## config.mk

```make
export PLATFORM = sky130hd
export DESIGN_NAME = jtag_shift_engine_flat
export DESIGN_NICKNAME = d
export VERILOG_FILES = /design/src/rtl/jtag_shift_if.sv /design/src/rtl/jtag_shift_engine.sv /design/src/flat_wrapper.sv
export SDC_FILE = /design/constraint.sdc
export NUM_CORES = 1
export LEC_CHECK = 0
export ABC_AREA = 1
export CAP_MARGIN = 20
export CORE_AREA = 8 8 77 79
export DETAILED_ROUTE_END_ITERATION = 8
export DIE_AREA = 0 0 85 87
export PLACE_DENSITY = 0.77
export SETUP_SLACK_MARGIN = 0.4
export SYNTH_ARGS = -nofsm -noshare
export SYNTH_HDL_FRONTEND = slang
export SYNTH_SLANG_ARGS = --single-unit
export TNS_END_PERCENT = 1
```

## constraint.sdc

```tcl
create_clock -name clk -period 3.4 [get_ports clk]
set_input_delay 1.02 -clock clk [delete_from_list [all_inputs] [get_ports clk]]
set_output_delay 1.02 -clock clk [all_outputs]
set_load 0.005 [all_outputs]
```

## src/rtl/jtag_shift_if.sv

```systemverilog
// jtag_shift_if: host-side command/response channel of the JTAG shift engine
interface jtag_shift_if;
  logic       cmd_valid;
  logic       cmd_ready;
  logic [2:0] cmd_len;
  logic [7:0] cmd_tdi;
  logic       cmd_tms;
  logic       cmd_tms_last;
  logic       rsp_valid;
  logic       rsp_ready;
  logic [7:0] rsp_tdo;
  modport master (
    output cmd_valid, cmd_len, cmd_tdi, cmd_tms, cmd_tms_last, rsp_ready,
    input  cmd_ready, rsp_valid, rsp_tdo
  );
  modport slave (
    input  cmd_valid, cmd_len, cmd_tdi, cmd_tms, cmd_tms_last, rsp_ready,
    output cmd_ready, rsp_valid, rsp_tdo
  );
endinterface

```

## src/rtl/jtag_shift_engine.sv

```systemverilog
// jtag_shift_engine: byte-wide JTAG shifter driving FT_TCK/FT_TMS/FT_TDI and capturing FT_TDO.
// TDO is taken from a 2-flop synchroniser on the first clk of each TCK high phase; targets need two clk of extra setup.
module jtag_shift_engine #(
  parameter int CLK_DIV = 2
) (
  input  logic        clk,
  input  logic        rst,
  jtag_shift_if.slave bus,
  output logic        FT_TCK,
  output logic        FT_TMS,
  output logic        FT_TDI,
  input  logic        FT_TDO
);
  typedef enum logic [1:0] {IDLE, LOW, HIGH, RESP} state_t;
  localparam logic [7:0] DIV_LAST = 8'(CLK_DIV - 1);
  state_t     state_q, state_d;
  logic [7:0] div_q, div_d, tx_q, tx_d, rx_q, rx_d, rsp_tdo_q, rsp_tdo_d;
  logic [2:0] cnt_q, cnt_d, len_q, len_d, cnt_nx;
  logic       tms_q, tms_d, tml_q, tml_d;
  logic       tck_q, tck_d, pin_tms_q, pin_tms_d, pin_tdi_q, pin_tdi_d;
  logic       rdy_q, rdy_d, rsp_valid_q, rsp_valid_d;
  logic       sync1_q, sync2_q, div_end;
  assign div_end = div_q == DIV_LAST;
  assign cnt_nx  = cnt_q - 3'd1;
  always_comb begin
    state_d     = state_q;
    div_d       = div_q;
    tx_d        = tx_q;
    rx_d        = rx_q;
    rsp_tdo_d   = rsp_tdo_q;
    cnt_d       = cnt_q;
    len_d       = len_q;
    tms_d       = tms_q;
    tml_d       = tml_q;
    tck_d       = tck_q;
    pin_tms_d   = pin_tms_q;
    pin_tdi_d   = pin_tdi_q;
    rsp_valid_d = rsp_valid_q;
    case (state_q)
      IDLE: if (bus.cmd_valid && rdy_q) begin
        state_d   = LOW;
        div_d     = '0;
        tx_d      = bus.cmd_tdi;
        rx_d      = '0;
        cnt_d     = bus.cmd_len;
        len_d     = bus.cmd_len;
        tms_d     = bus.cmd_tms;
        tml_d     = bus.cmd_tms_last;
        tck_d     = 1'b0;
        pin_tdi_d = bus.cmd_tdi[0];
        pin_tms_d = bus.cmd_tms ^ (bus.cmd_tms_last && bus.cmd_len == 3'd0);
      end
      LOW: begin
        div_d   = div_end ? 8'd0 : div_q + 8'd1;
        tck_d   = div_end;
        state_d = div_end ? HIGH : LOW;
      end
      HIGH: begin
        div_d = div_end ? 8'd0 : div_q + 8'd1;
        rx_d  = div_q == 8'd0 ? {sync2_q, rx_q[7:1]} : rx_q;
        if (div_end) begin
          tck_d   = 1'b0;
          state_d = cnt_q == 3'd0 ? RESP : LOW;
          if (cnt_q != 3'd0) begin
            cnt_d     = cnt_nx;
            tx_d      = tx_q >> 1;
            pin_tdi_d = tx_q[1];
            pin_tms_d = tms_q ^ (tml_q && cnt_nx == 3'd0);
          end
        end
      end
      RESP: begin
        // Right-align the capture: bit i is the TDO seen on TCK pulse i.
        rsp_tdo_d   = rsp_valid_q ? rsp_tdo_q : rx_q >> (3'd7 - len_q);
        rsp_valid_d = !(rsp_valid_q && bus.rsp_ready);
        state_d     = rsp_valid_q && bus.rsp_ready ? IDLE : RESP;
      end
      default: state_d = IDLE;
    endcase
    rdy_d = state_d == IDLE;
  end
  always_ff @(posedge clk or posedge rst) begin
    if (rst) begin
      state_q     <= IDLE;
      div_q       <= '0;
      tx_q        <= '0;
      rx_q        <= '0;
      rsp_tdo_q   <= '0;
      cnt_q       <= '0;
      len_q       <= '0;
      tms_q       <= 1'b0;
      tml_q       <= 1'b0;
      tck_q       <= 1'b0;
      pin_tms_q   <= 1'b1;
      pin_tdi_q   <= 1'b0;
      rdy_q       <= 1'b0;
      rsp_valid_q <= 1'b0;
      sync1_q     <= 1'b0;
      sync2_q     <= 1'b0;
    end else begin
      state_q     <= state_d;
      div_q       <= div_d;
      tx_q        <= tx_d;
      rx_q        <= rx_d;
      rsp_tdo_q   <= rsp_tdo_d;
      cnt_q       <= cnt_d;
      len_q       <= len_d;
      tms_q       <= tms_d;
      tml_q       <= tml_d;
      tck_q       <= tck_d;
      pin_tms_q   <= pin_tms_d;
      pin_tdi_q   <= pin_tdi_d;
      rdy_q       <= rdy_d;
      rsp_valid_q <= rsp_valid_d;
      sync1_q     <= FT_TDO;
      sync2_q     <= sync1_q;
    end
  end
  assign bus.cmd_ready = rdy_q;
  assign bus.rsp_valid = rsp_valid_q;
  assign bus.rsp_tdo   = rsp_tdo_q;
  assign FT_TCK        = tck_q;
  assign FT_TMS        = pin_tms_q;
  assign FT_TDI        = pin_tdi_q;
endmodule

```

## src/flat_wrapper.sv

```systemverilog
// flat-port wrapper written by rule: the top's interface ports become plain ports
module jtag_shift_engine_flat 
#(
  parameter int CLK_DIV = 2
)
  (clk, rst, FT_TCK, FT_TMS, FT_TDI, FT_TDO, bus_cmd_valid, bus_cmd_len, bus_cmd_tdi, bus_cmd_tms, bus_cmd_tms_last, bus_rsp_ready, bus_cmd_ready, bus_rsp_valid, bus_rsp_tdo);
  jtag_shift_if bus_i ();
  input  logic clk;
  input  logic rst;
  output logic FT_TCK;
  output logic FT_TMS;
  output logic FT_TDI;
  input  logic FT_TDO;
  input wire logic [$bits(bus_i.cmd_valid)-1:0] bus_cmd_valid;
  input wire logic [$bits(bus_i.cmd_len)-1:0] bus_cmd_len;
  input wire logic [$bits(bus_i.cmd_tdi)-1:0] bus_cmd_tdi;
  input wire logic [$bits(bus_i.cmd_tms)-1:0] bus_cmd_tms;
  input wire logic [$bits(bus_i.cmd_tms_last)-1:0] bus_cmd_tms_last;
  input wire logic [$bits(bus_i.rsp_ready)-1:0] bus_rsp_ready;
  output wire logic [$bits(bus_i.cmd_ready)-1:0] bus_cmd_ready;
  output wire logic [$bits(bus_i.rsp_valid)-1:0] bus_rsp_valid;
  output wire logic [$bits(bus_i.rsp_tdo)-1:0] bus_rsp_tdo;
  assign bus_i.cmd_valid = bus_cmd_valid;
  assign bus_i.cmd_len = bus_cmd_len;
  assign bus_i.cmd_tdi = bus_cmd_tdi;
  assign bus_i.cmd_tms = bus_cmd_tms;
  assign bus_i.cmd_tms_last = bus_cmd_tms_last;
  assign bus_i.rsp_ready = bus_rsp_ready;
  assign bus_cmd_ready = bus_i.cmd_ready;
  assign bus_rsp_valid = bus_i.rsp_valid;
  assign bus_rsp_tdo = bus_i.rsp_tdo;
  jtag_shift_engine #(.CLK_DIV(CLK_DIV)) u_core (.clk(clk), .rst(rst), .bus(bus_i), .FT_TCK(FT_TCK), .FT_TMS(FT_TMS), .FT_TDI(FT_TDI), .FT_TDO(FT_TDO));
endmodule
```

# Word level (Yosys, flattened, before mapping)
# Index checks and enable logic that the tools add are counted.
# word_totals
reg_bits,49
latchBits,0
ram_bits,0
mem_bits_ro,0
inputBits,18
output_inout_bits,13
elab_cells,83
n_memories,0
# classes
n_addsub,3
mul,0
n_div,0
order_cmp,0
n_eq_ne,8
n_shift,1
n_mux,30
bitwise,3
n_reduce_logical,22
# op_table
operator,n
two-way mux 8 bit,6
case mux 8 bit (2 select lines),3
two-way mux 2 bit,5
logical NOT 3 bit,3
two-way mux 3 bit,3
adder 8 x 1 -> 8 bit (second input constant),1
equality test 8 x 1 -> 1 bit (second input constant),1
logical NOT 8 bit,1
two-way mux 1 bit,8
!= test 2 x 1 -> 1 bit (second input constant),4
case mux 2 bit (4 select lines),1
>> shifter 8 x 3 -> 8 bit,1
case mux 3 bit (2 select lines),1
AND reduction 2 bit,3
AND reduction 3 bit,2
nonzero test 3 bit,2
equality test 2 bit (second input constant),2
logical AND 1 bit,4
logical NOT 2 bit,2
case mux 1 bit (2 select lines),2
AND reduction 4 bit,1
nonzero test 2 bit,2
case mux 1 bit (3 select lines),1
subtractor 3 x 1 -> 3 bit (second input constant),1
other kinds (6),7

# Logic depth before layout (Yosys ltp)
# Gate-level depths: netlist of the first run.
# depth
depth_word,7
mapped_depth,10
ltp_nobuf,10

# Worst setup path after synthesis of the first run
# Ideal clock, no wire load.
# synth_path
path_type,input port to flip-flop
from,input port bus_cmd_valid
to,register u_core.div_q[4]
setup_ns,0.124
t_arrival_ns,1.875
required_ns,3.276
path_slack_ns,1.401
path_stages,6
path_buffers,0
cell_sequence,nand2_1 > nand2_1 > o21ai_1 > inv_1 > a21oi_1 > nor3_1
# synth_via
elab_chain_cells,3
# synth_lines
element,line,source
from (decl),flat_wrapper.sv:14,input wire logic [$bits(bus_i.cmd_valid)-1:0] bus_cmd_valid;
logical AND 1 bit,jtag_shift_engine.sv:40,IDLE: if (bus.cmd_valid && rdy_q) begin
!= test 2 x 1 -> 1 bit (no line),--,
AND reduction 2 bit (no line),--,
to (signal assigned),jtag_shift_engine.sv:102,div_q <= div_d;
to (decl),jtag_shift_engine.sv:17,"logic [7:0] div_q, div_d, tx_q, tx_d, rx_q, rx_d, rsp_tdo_q, rsp_tdo_d;"
# Every way passes these cells.
# A chain may end at the register's enable or synchronous reset.

# Worst setup path after layout of the first run
# layout_path
from,input port bus_cmd_valid
to,register u_core.rx_q[2]
# layout_via
elab_chain_cells,3
# layout_lines
element,line,source
logical AND 1 bit,jtag_shift_engine.sv:40,
!= test 2 x 1 -> 1 bit (no line),--,
AND reduction 3 bit (no line),--,
to (signal assigned),jtag_shift_engine.sv:104,rx_q <= rx_d;
to (decl),jtag_shift_engine.sv:17,
# Every way passes these cells.

==> metrics.sh, run 1 <==
TIMING.SETUP.TNS_PS=0
CTS_HOLD_BUFFERS=0
WORST-SETUP-PATH-TYPE='input pin to flop'
TIMING.CRITICAL_PATH.TO_TYPE='flop'
FINAL_CELL_MIX='nand2_1 (85), dfrtp_1 (47), nor2_1 (32), o21ai_0 (31), clkdlybuf4s50_1 (30)'
CRIT_PATH_MAX_DELAY_FAMILY='buffers and inverters'
FINAL_UTIL_PCT=61.3
DESIGN.PORTCOUNT=31
ANTENNA_CELLS_INSERTED=0
HOLD_VIOLATIONS=0
PLACE.GP.CONGESTION=0.826
ACHIEVABLE-FREQUENCY_MHz=406
POST-LAYOUT-TOTAL-POWER_mW=1.02
CTS_MAX_LEVEL=2
DRC=0
PLACE.DETAILED.HPWL_UM=3710
POSTSYNTH.ASYNCRESETSHARE_PCT=100
POSTROUTEWIRELENGTH_UM=4940
NETLIST_INSTANCES=302
N_FILL_CELL=429
CTS.PATH.MAX_BUFFERS=2
WORST-R2R-CELL-COUNT=8
START_UTIL_PCT=51.5
PIN_COUNT_OF_THE_BIGGEST_NET_ENTERING_GLOBAL_ROUTING=26
CRITICAL_PATH_ARRIVAL_PS=2650
MAX_SLEW_MARGIN_VS_LIMIT_PCT=52.7
POST_SYNTH_NUM_CELL_TYPES=35
PATH_DEPTH=9
TRITONCTS_NUM_SINKS=48
SYNTH_FP_NETS=331
CRITPATHSLOWESTCELL='clkdlybuf4s50_1'
POSTCTSRESIZEDCELLS=0
NUMBER_OF_CTS_INSERTED_BUFFERS=5
MIN_DELAY_PATH_DEPTH=0
DIE-HEIGHT_UM=87
CTS-ROOT-BUF='clkbuf_8'
OUTCOME='completed'
GROUTE.USAGE.OVERALL_PCT=14.0
SEQCELLAREA_SQ_UM=1200
FINAL_NET_COUNT=363
CORE.ROWCOUNT=26
VIA_COUNT=2048
WORST_SLEW_PIN_SLEW_PS=704
POWER_LEAKAGE_nW=1.49
CP_CELL_SEQUENCE='clkdlybuf4s50_1, nand2_1, nor2_8, inv_2, o21ai_2, o21ai_1, inv_1, nand3_1, o21ai_0'
SYNTHESIS.YOSYS.WARNINGS=0
GRT_FIRST_PASS_WIRELENGTH_UM=8580
ANT_NETS=0
TRITONCTS_CLOCK_TREE='yes'
INITIALDRTVIOLATIONCOUNT=144
ANTENNA_VIOLATIONS_BEFORE_REPAIR=0
PERIOD_NEEDED_PS=2460
TIMING.FINAL.CRIT_SHARE_PCT=72.4
WORST_HOLD_PATH_TYPE='flop to flop'
CLK-INSERTION-DELAY-LATE_PS=300
CORE_AREA_SQ_UM=4850
AREA_OF_THE_DIE_SQ_UM=7400
CRITICAL_PATH.STARTPOINT_TYPE='input pin'
POWER_DENSITY_nW_PER_UM2=344
NETLIST_AREA_SQ_UM=2500
PLACED_CELLS=383
CPPEAKSTAGEDELAY_PS=400
FINAL_LAYOUT_SIZE_SUFFIX_GT1_SHARE_PCT=6.87
CHIPWIDTH_UM=85
SYNTHFLOPTYPE='dfrtp_1'
GRT_SETUP_UNREPAIRED='no'
POST-CTS-SETUP-BUFFER-COUNT=0
POSTSYNTHAREAPERCELL_SQ_UM=8.27
CAP_VIOL_MAX_COUNT=0
CLK_TRANSITION_REPORTED_PATHS_PS=90
SYN2LAYOUT_AREA_GROWTH_PCT=18.9
SETUP_VIOLATIONS=0
BUFFER_PORTS.INSERTED=30
VDD.IR_DROP.WORST_mV=0.188
MULTIINPUTGATEAREA_SQ_UM=1140
SETUP.REG_TO_REG.WORST_SLACK_PS=1110
FINAL.SETUP_SKEW_PS=9.71
HIGHEST_NET_FANOUT_ALONG_THE_WORST_PATH=11
GRT-OVFL-TOTAL=0
YOSYSSEQAREASHARE_PCT=48.1
PATH_BUF_INV=3
FIRST_PASS_ITERS=6
FINALNONFILLERCELLS=391
WORST-ENDPOINT-REQUIRED_PS=3590
LAYOUT.CELLS.MOST_COMMON='nand2_1'
ROUTE.DETAILED.WL_PER_INST_UM=12.6
YOSYS_REG_BITS=48
SYNTH_EDF_COUNT=0
ROUTED_VIA_COUNT_DIVIDED_BY_CELL_COUNT=5.24
REPORT.FINAL.SLEW_VIOL_COUNT=0
VIAS_IN_THE_FIRST_GLOBAL_ROUTE=1938
-- worst paths after layout --
path                                        start             end
max in group asynchronous                     rst   u_core.FT_TMS
worst min-delay path               u_core.sync1_q  u_core.sync2_q
worst max-delay path                bus_cmd_valid  u_core.rx_q[2]
min in group asynchronous                     rst  u_core.rx_q[7]
worst max register to register  u_core.state_q[0]  u_core.rx_q[2]
worst min register to register     u_core.sync1_q  u_core.sync2_q
-- kinds of logic after synthesis --
kind of cell	after synthesis	share of synthesized area, %
AO/OA/AOI/OAI	63	15.6
multiplexers	3	1.20
flip-flops	48	48.1
buffers and inverters	38	6.11
XOR/XNOR	2	0.701
AND/OR/NAND/NOR	137	22.8
adder cells (fa/ha/maj)	11	5.51
-- worst reg2reg max path, stage by stage (launching register included) --
cell	delay [ps]
dfrtp_1	430
inv_1	120
ha_1	160
buf_4	240
inv_2	200
o21ai_1	620
inv_1	230
nand3_1	120
o21ai_0	80
-- sequential cells by signal (all words and copies together), names as in the netlist --
| signal | count |
|---|---|
| u_core.FT_TCK | 1 |
| u_core.FT_TMS | 1 |
| u_core.bus.cmd_ready | 1 |
| u_core.bus.rsp_tdo | 8 |
| u_core.bus.rsp_valid | 1 |
| u_core.cnt_q | 3 |
| u_core.div_q | 8 |
| u_core.len_q | 3 |
| u_core.rx_q | 8 |
| u_core.state_q | 2 |
| u_core.sync1_q | 1 |
| u_core.sync2_q | 1 |
| u_core.tml_q | 1 |
| u_core.tms_q | 1 |
| u_core.tx_q | 8 |
-- synth_stat cells, types with 2 or more instances --
cell type	instances	area [sq um]
nand2_1	85	319
dfrtp_1	47	1180
nor2_1	32	120
o21ai_0	31	155
inv_1	27	101
nand3_1	14	70.1
ha_1	11	138
a21oi_1	8	40.0
o31ai_1	6	45.0
clkbuf_1	3	11.3
inv_2	3	11.3
mux2i_1	3	30.0
o211ai_1	3	22.5
o31ai_2	3	37.5
buf_2	2	10.0
nor3_1	2	10.0
o21ai_1	2	10.0
o21ai_2	2	17.5
xnor2_1	2	17.5
-- cell type report --
cell class              instances  area share [%]
clock buffers                   5            2.32
clock inverters                 3            1.43
inverters                      31            3.92
multi-input cells             216            38.5
flip-flops and latches         48            40.5
well taps                      56            2.36
repair buffers                 32            11.0
-- per-layer routing --
| layer | GRT usage (%) | wire length (um) | part of all wire (%) |
|---|---|---|---|
| met4 | 3.88 | 39 | 0.79 |
| met2 | 23.9 | 2410 | 49 |
| met3 | 2.83 | 175 | 3.5 |
| met5 | 0 | 0 | 0 |
| met1 | 17.5 | 2320 | 47 |
-- through the flow --
stage / hold slack [ps] / setup WS, ps / area [sq um]
after floorplan: 331 / 1240 / 2500
after global placement: 333 / 690 / 2860
after detailed placement: 338 / 626 / 2860
after CTS: 360 / 944 / 2970
after global routing: 360 / 755 / 2970
final: 351 / 937 / 2970
-- power breakdown --
group	internal, mW	switching (mW)
clock	0.218	0.190
combinational	0.0220	0.0196
sequential	0.572	0.000268
Note: power is estimated with default switching activity, not from simulation.
==> run 2: changes to the inputs <==
==> constraint.sdc (replaced) <==
create_clock -name clk -period 2.3 [get_ports clk]
set_input_delay 0.69 -clock clk [delete_from_list [all_inputs] [get_ports clk]]
set_output_delay 0.69 -clock clk [all_outputs]
set_load 0.005 [all_outputs]
==> metrics.sh, run 2 (synthesis results as in run 1) <==
LAYOUT.CELLS.MOST_COMMON='nand2_1'
PLACED_CELLS=386  # +0.78%
DIE-HEIGHT_UM=87  # unchanged
R2R_START='u_core.state_q[0]'
PLACE.GP.CONGESTION=0.838  # +1.5%
ANT_NETS=0  # unchanged
TIMING.SETUP.TNS_PS=0  # unchanged
CLK-INSERTION-DELAY-LATE_PS=300  # about the same
CRITICAL_PATH_ARRIVAL_PS=2090  # -560 ps
POWER_DENSITY_nW_PER_UM2=467  # +36%
CORE.ROWCOUNT=26  # unchanged
GROUTE.USAGE.OVERALL_PCT=14.8  # +0.73 points
CP_CELL_SEQUENCE='clkdlybuf4s50_1, nand2_1, nor2_8, inv_2, o21ai_2, nand3_4, inv_1, o21ai_0'
POSTLAYOUTCELLAREA_SQ_UM=2970  # about the same
DESIGN.PORTCOUNT=31  # unchanged
FIRST_PASS_ITERS=4  # -2
CHIPWIDTH_UM=85  # unchanged
SETUP_VIOLATIONS=0  # unchanged
POWER_LEAKAGE_nW=1.50  # +0.60%
START_UTIL_PCT=51.5  # unchanged
MAX_SLEW_MARGIN_VS_LIMIT_PCT=71.9  # +19 points
NUMBER_OF_CTS_INSERTED_BUFFERS=5  # unchanged
ACHIEVABLE-FREQUENCY_MHz=522
CLK_TRANSITION_REPORTED_PATHS_PS=80  # about the same
CPPEAKSTAGEDELAY_PS=450  # +50 ps
TIMING.FINAL.CRIT_SHARE_PCT=83.3
INITIALDRTVIOLATIONCOUNT=82  # -43%
GRT_FIRST_PASS_WIRELENGTH_UM=8860  # +3.3%
WORST-ENDPOINT-REQUIRED_PS=2480  # -1110 ps
CORE_AREA_SQ_UM=4850  # unchanged
CRITICAL_PATH.STARTPOINT='bus_cmd_valid'
FINAL_CELL_MIX='nand2_1 (85), dfrtp_1 (47), nor2_1 (32), o21ai_0 (31), clkdlybuf4s50_1 (29)'
CTS_HOLD_BUFFERS=0  # unchanged
MULTIINPUTGATEAREA_SQ_UM=1150  # +0.66%
FINAL_LAYOUT_SIZE_SUFFIX_GT1_SHARE_PCT=7.69  # +0.83 points
WORST-SETUP-PATH-TYPE='input pin to flop'
VIA_COUNT=2040  # -0.39%
FINAL_NET_COUNT=366  # +0.83%
TIMING.HOLD.WORST.START='u_core.sync1_q'
FINALNONFILLERCELLS=394  # +0.77%
CTS-ROOT-BUF='clkbuf_8'
N_FILL_CELL=425  # -0.93%
SEQCELLAREA_SQ_UM=1200  # unchanged
POST-LAYOUT-TOTAL-POWER_mW=1.39  # +36%
PLACEMENT.CELL_AREA_SQ_UM=2880  # +0.79%
AREA_OF_THE_DIE_SQ_UM=7400  # unchanged
FINAL.HOLD.WORST_SLACK_PS=362  # +10.4 ps
CAP_VIOL_MAX_COUNT=0  # unchanged
PERIOD_NEEDED_PS=1920
CRITPATHSLOWESTCELL='clkdlybuf4s50_1'
WORST_SLEW_PIN_SLEW_PS=422  # -282 ps
HOLD_VIOLATIONS=0  # unchanged
TIMING.CRITICAL_PATH.TO_TYPE='flop'
GRT_SETUP_UNREPAIRED='yes'
GRT-OVFL-TOTAL=0  # unchanged
HIGHEST_NET_FANOUT_ALONG_THE_WORST_PATH=17  # +6
ROUTED_VIA_COUNT_DIVIDED_BY_CELL_COUNT=5.18  # -1.1%
DRC=0  # unchanged
FINAL.SETUP_SKEW_PS=10.1  # +0.399 ps
ANTENNA_VIOLATIONS_BEFORE_REPAIR=0  # unchanged
BUFFER_PORTS.INSERTED=30  # unchanged
OUTCOME='completed'
CRITICAL_PATH.STARTPOINT_TYPE='input pin'
CTS_MAX_LEVEL=2  # unchanged
PIN_COUNT_OF_THE_BIGGEST_NET_ENTERING_GLOBAL_ROUTING=49  # +88%
TRITONCTS_CLOCK_TREE='yes'
CTS.PATH.MAX_BUFFERS=2  # unchanged
VDD.IR_DROP.WORST_mV=0.247  # +31%
POST-PLACE-WS_PS=25.6  # -601 ps
ANTENNA_CELLS_INSERTED=0  # unchanged
ROUTE.DETAILED.WL_PER_INST_UM=12.7  # +0.72%
POSTROUTEWIRELENGTH_UM=5020  # +1.5%
FINAL_UTIL_PCT=61.3  # about the same
VIAS_IN_THE_FIRST_GLOBAL_ROUTE=2020  # +4.2%
WORST_HOLD_PATH_TYPE='flop to flop'
SYN2LAYOUT_AREA_GROWTH_PCT=18.9  # about the same
FINAL_CRITICAL_PATH_SETUP_SLACK_PS=384  # -553 ps
TRITONCTS_NUM_SINKS=48  # unchanged
REPORT.FINAL.SLEW_VIOL_COUNT=0  # unchanged
PLACE.DETAILED.HPWL_UM=3740  # +0.64%
## run 2: worst max-delay path: cells and delay by family
kind | cells | cell delay (ps)
buf+inv | 3 | 720
simple gates | 3 | 470
compound gates | 2 | 200
## run 2: final cells by class
class	count	share of cell area, %
timing repair buffer	35	11.8
sequential	48	40.5
multi-input combinational	216	38.8
tap	56	2.36
inverter	31	3.92
clock buffer	7	2.57
clock inverter	1	0.168
## run 2: path summary, 6_finish.rpt
path,endpoint,slack (ps),depth (start not counted)
worst max-delay path,u_core.cnt_q[0],380,8
max in group asynchronous,u_core.FT_TMS,1290,3
worst max register to register,u_core.cnt_q[0],390,9
worst min-delay path,u_core.sync2_q,360,0
min in group asynchronous,u_core.bus.rsp_tdo[1],720,3
worst min register to register,u_core.sync2_q,360,0
## run 2: what timing repair did
action | 4_1_cts | 5_1_grt
setup endpoints to repair | 13 | 36
hold endpoints to repair | 0 | 0
setup buffers | 0 | 0
gates resized for setup | 1 | 2
## run 2: layer usage
| metal | GRT usage, % | vias to the layer above | routed length (um) |
|---|---|---|---|
| met3 | 4.25 | 7 | 203 |
| met1 | 17.0 | 949 | 2250 |
| met2 | 25.2 | 29 | 2490 |
| met5 | 0 | - | 0 |
| li1 | - | 1055 | - |
| met4 | 5.66 | 0 | 71 |
## run 2: power by group
group	internal, mW	total [mW]	switching [mW]
Combinational	0.0328	0.0600	0.0272
Sequential	0.845	0.845	0.000569
Clock	0.214	0.481	0.267
==> run 3: changes to the inputs <==
==> constraint.sdc (replaced) <==
create_clock -name clk -period 1.95 [get_ports clk]
set_input_delay 0.585 -clock clk [delete_from_list [all_inputs] [get_ports clk]]
set_output_delay 0.585 -clock clk [all_outputs]
set_load 0.005 [all_outputs]
==> metrics.sh, run 3 (synthesis results as in run 1) <==
TRITONCTS_CLOCK_TREE='yes'
FINAL_NET_COUNT=380  # +3.8%
POSTROUTEWIRELENGTH_UM=5570  # +11%
TIMING.SETUP.TNS_PS=0  # unchanged
AREA_OF_THE_DIE_SQ_UM=7400  # unchanged
CLK-INSERTION-DELAY-LATE_PS=300  # about the same
TRITONCTS_NUM_SINKS=48  # unchanged
LAYOUT.CELLS.MOST_COMMON='nand2_1'
PLACE.DETAILED.HPWL_UM=4070  # +8.9%
FINAL.SETUP_SKEW_PS=4.72  # -5.39 ps
CRIT_PATH_MAX_DELAY_FAMILY='buffers and inverters'
CP_CELL_SEQUENCE='clkdlybuf4s50_1'
POSTLAYOUTCELLAREA_SQ_UM=3170  # +6.9%
CRITICAL_PATH.STARTPOINT_TYPE='flop'
START_UTIL_PCT=51.5  # unchanged
PLACED_CELLS=393  # +1.8%
MIN_DELAY_PATH_DEPTH=0  # unchanged
WORST-SETUP-PATH-TYPE='flop to primary output'
BUSIEST_LAYER='met2'
WORST-R2R-CELL-COUNT=9  # unchanged
HIGHEST_NET_FANOUT_ALONG_THE_WORST_PATH=2  # -15
R2R_START='u_core.state_q[0]'
VIAS_IN_THE_FIRST_GLOBAL_ROUTE=2158  # +6.8%
GRT_SETUP_UNREPAIRED='yes'
CORE.ROWCOUNT=26  # unchanged
ANTENNA_VIOLATIONS_BEFORE_REPAIR=0  # unchanged
WORST-ENDPOINT-REQUIRED_PS=1360  # -1120 ps
CTS_HOLD_BUFFERS=0  # unchanged
CORE_AREA_SQ_UM=4850  # unchanged
ACHIEVABLE-FREQUENCY_MHz=571
CRITPATHSLOWESTCELL='clkdlybuf4s50_1'
OUTCOME='completed'
ANTENNA_CELLS_INSERTED=0  # unchanged
GROUTE.USAGE.OVERALL_PCT=15.9  # +1.2 points
VDD.IR_DROP.WORST_mV=0.450  # +82%
REPORT.FINAL.SLEW_VIOL_COUNT=0  # unchanged
USE_MET3_PCT=3.77  # -0.47 points
TIMING.HOLD.WORST.START='u_core.sync1_q'
DIE-HEIGHT_UM=87  # unchanged
CRITICAL_PATH.STARTPOINT='u_core.bus.rsp_tdo[4]'
HOLD_VIOLATIONS=0  # unchanged
FINAL_LAYOUT_SIZE_SUFFIX_GT1_SHARE_PCT=14.5  # +6.8 points
ROUTED_VIA_COUNT_DIVIDED_BY_CELL_COUNT=5.33  # +2.9%
CTS-ROOT-BUF='clkbuf_8'
CHIPWIDTH_UM=85  # unchanged
BUFFER_PORTS.INSERTED=30  # unchanged
FINALNONFILLERCELLS=408  # +3.6%
TIMING.CRITICAL_PATH.TO_TYPE='primary output'
POWER_DENSITY_nW_PER_UM2=564  # +21%
DESIGN.PORTCOUNT=31  # unchanged
CPPEAKSTAGEDELAY_PS=510  # +60 ps
POWER_LEAKAGE_nW=1.60  # +6.4%
CAP_VIOL_MAX_COUNT=0  # unchanged
PIN_COUNT_OF_THE_BIGGEST_NET_ENTERING_GLOBAL_ROUTING=20  # -59%
SETUP.REG_TO_REG.WORST_SLACK_PS=280  # -110 ps
DRC=0  # unchanged
WORST_SLEW_PIN_SLEW_PS=486  # +63.7 ps
ROUTE.DETAILED.WL_PER_INST_UM=13.6  # +7.2%
PATH_DEPTH=1  # -7
PERIOD_NEEDED_PS=1750
ANT_NETS=0  # unchanged
POST-LAYOUT-TOTAL-POWER_mW=1.79  # +29%
CTS_MAX_LEVEL=2  # unchanged
FINAL_CELL_MIX='nand2_1 (84), dfrtp_1 (45), nor2_1 (31), o21ai_0 (31), clkdlybuf4s50_1 (27)'
SYN2LAYOUT_AREA_GROWTH_PCT=27.0
CLK_TRANSITION_REPORTED_PATHS_PS=90  # about the same
GROUTE.LAYER.MET2.USAGE_PCT=28.3  # +3.1 points
SETUP_VIOLATIONS=0  # unchanged
TIMING.FINAL.CRIT_SHARE_PCT=89.9
CRITICAL_PATH_ARRIVAL_PS=1170  # -920 ps
GRT-OVFL-TOTAL=0  # unchanged
PLACEMENT.CELL_AREA_SQ_UM=2960  # +2.8%
PLACE.GP.CONGESTION=0.854  # +1.9%
GROUTE.LAYER.MET1.USAGE_PCT=18.4  # +1.4 points
MAX_SLEW_MARGIN_VS_LIMIT_PCT=67.5  # -4.3 points
NUMBER_OF_CTS_INSERTED_BUFFERS=5  # unchanged
VIA_COUNT=2173  # +6.5%
GRT_FIRST_PASS_WIRELENGTH_UM=9540  # +7.6%
WORST_HOLD_PATH_TYPE='flop to flop'
PATH_BUF_INV=1  # -2
INITIALDRTVIOLATIONCOUNT=162  # +98%
CTS.PATH.MAX_BUFFERS=2  # unchanged
FIRST_PASS_ITERS=4  # unchanged
==> run 3: cell count changes in the layout (fill, tap and decap cells not counted), sizes merged <==
| cell | delta |
|---|---|
| dlymetal6s2s | +1 |
| dlygate4sd2 | +1 |
| inv | -2 |
| clkdlybuf4s50 | -2 |
| bufinv | +1 |
| buf | +14 |
| clkbuf | -2 |
| clkinvlp | +3 |
==> run 3: power by group <==
group	switching, mW	total (mW)	internal [mW]
Combinational	0.0341	0.0766	0.0425
Clock	0.338	0.717	0.380
Sequential	0.000620	0.997	0.997
==> run 3: repair_timing <==
item | CTS | global route
pin swaps | 0 | 0
gates resized for setup | 10 | 7
endpoints found under the setup margin | 52 | 53
buffers inserted | 3 | 4
cloned | 0 | 0
==> run 3: final cells by class <==
cell class / instances / area, sq um
clock buffers: 5 / 68.8
fillers: 392 / 1670
well taps: 56 / 70.1
flip-flops and latches: 48 / 1200
inverters: 31 / 126
multi-input cells: 216 / 1180
repair buffers: 49 / 480
clock inverters: 3 / 42.5
==> run 3: metal layers <==
layer | vias to the layer above | share of wire, %
met3 | 6 | 3.8
met1 | 1042 | 45
met5 | - | 0
met2 | 44 | 51
met4 | 0 | 0.95
li1 | 1081 | -
==> run 3: worst paths after layout <==
path,end
setup / recovery,bus_rsp_tdo[4]
hold / removal,u_core.sync2_q
setup reg to reg,u_core.tx_q[2]
hold reg to reg,u_core.sync2_q
max in group asynchronous,u_core.state_q[0]
min in group asynchronous,u_core.bus.rsp_tdo[2]
==> run 3: metrics by stage <==
step	utilization, %	hold slack, ps	worst slack [ps]
2_1_floorplan	-	331	329
3_3_place_gp	61.2	333	-69.5
3_5_place_dp	61.2	336	-132
4_1_cts	64.5	357	189
5_1_grt	65.5	366	146
6_report	65.5	355	198
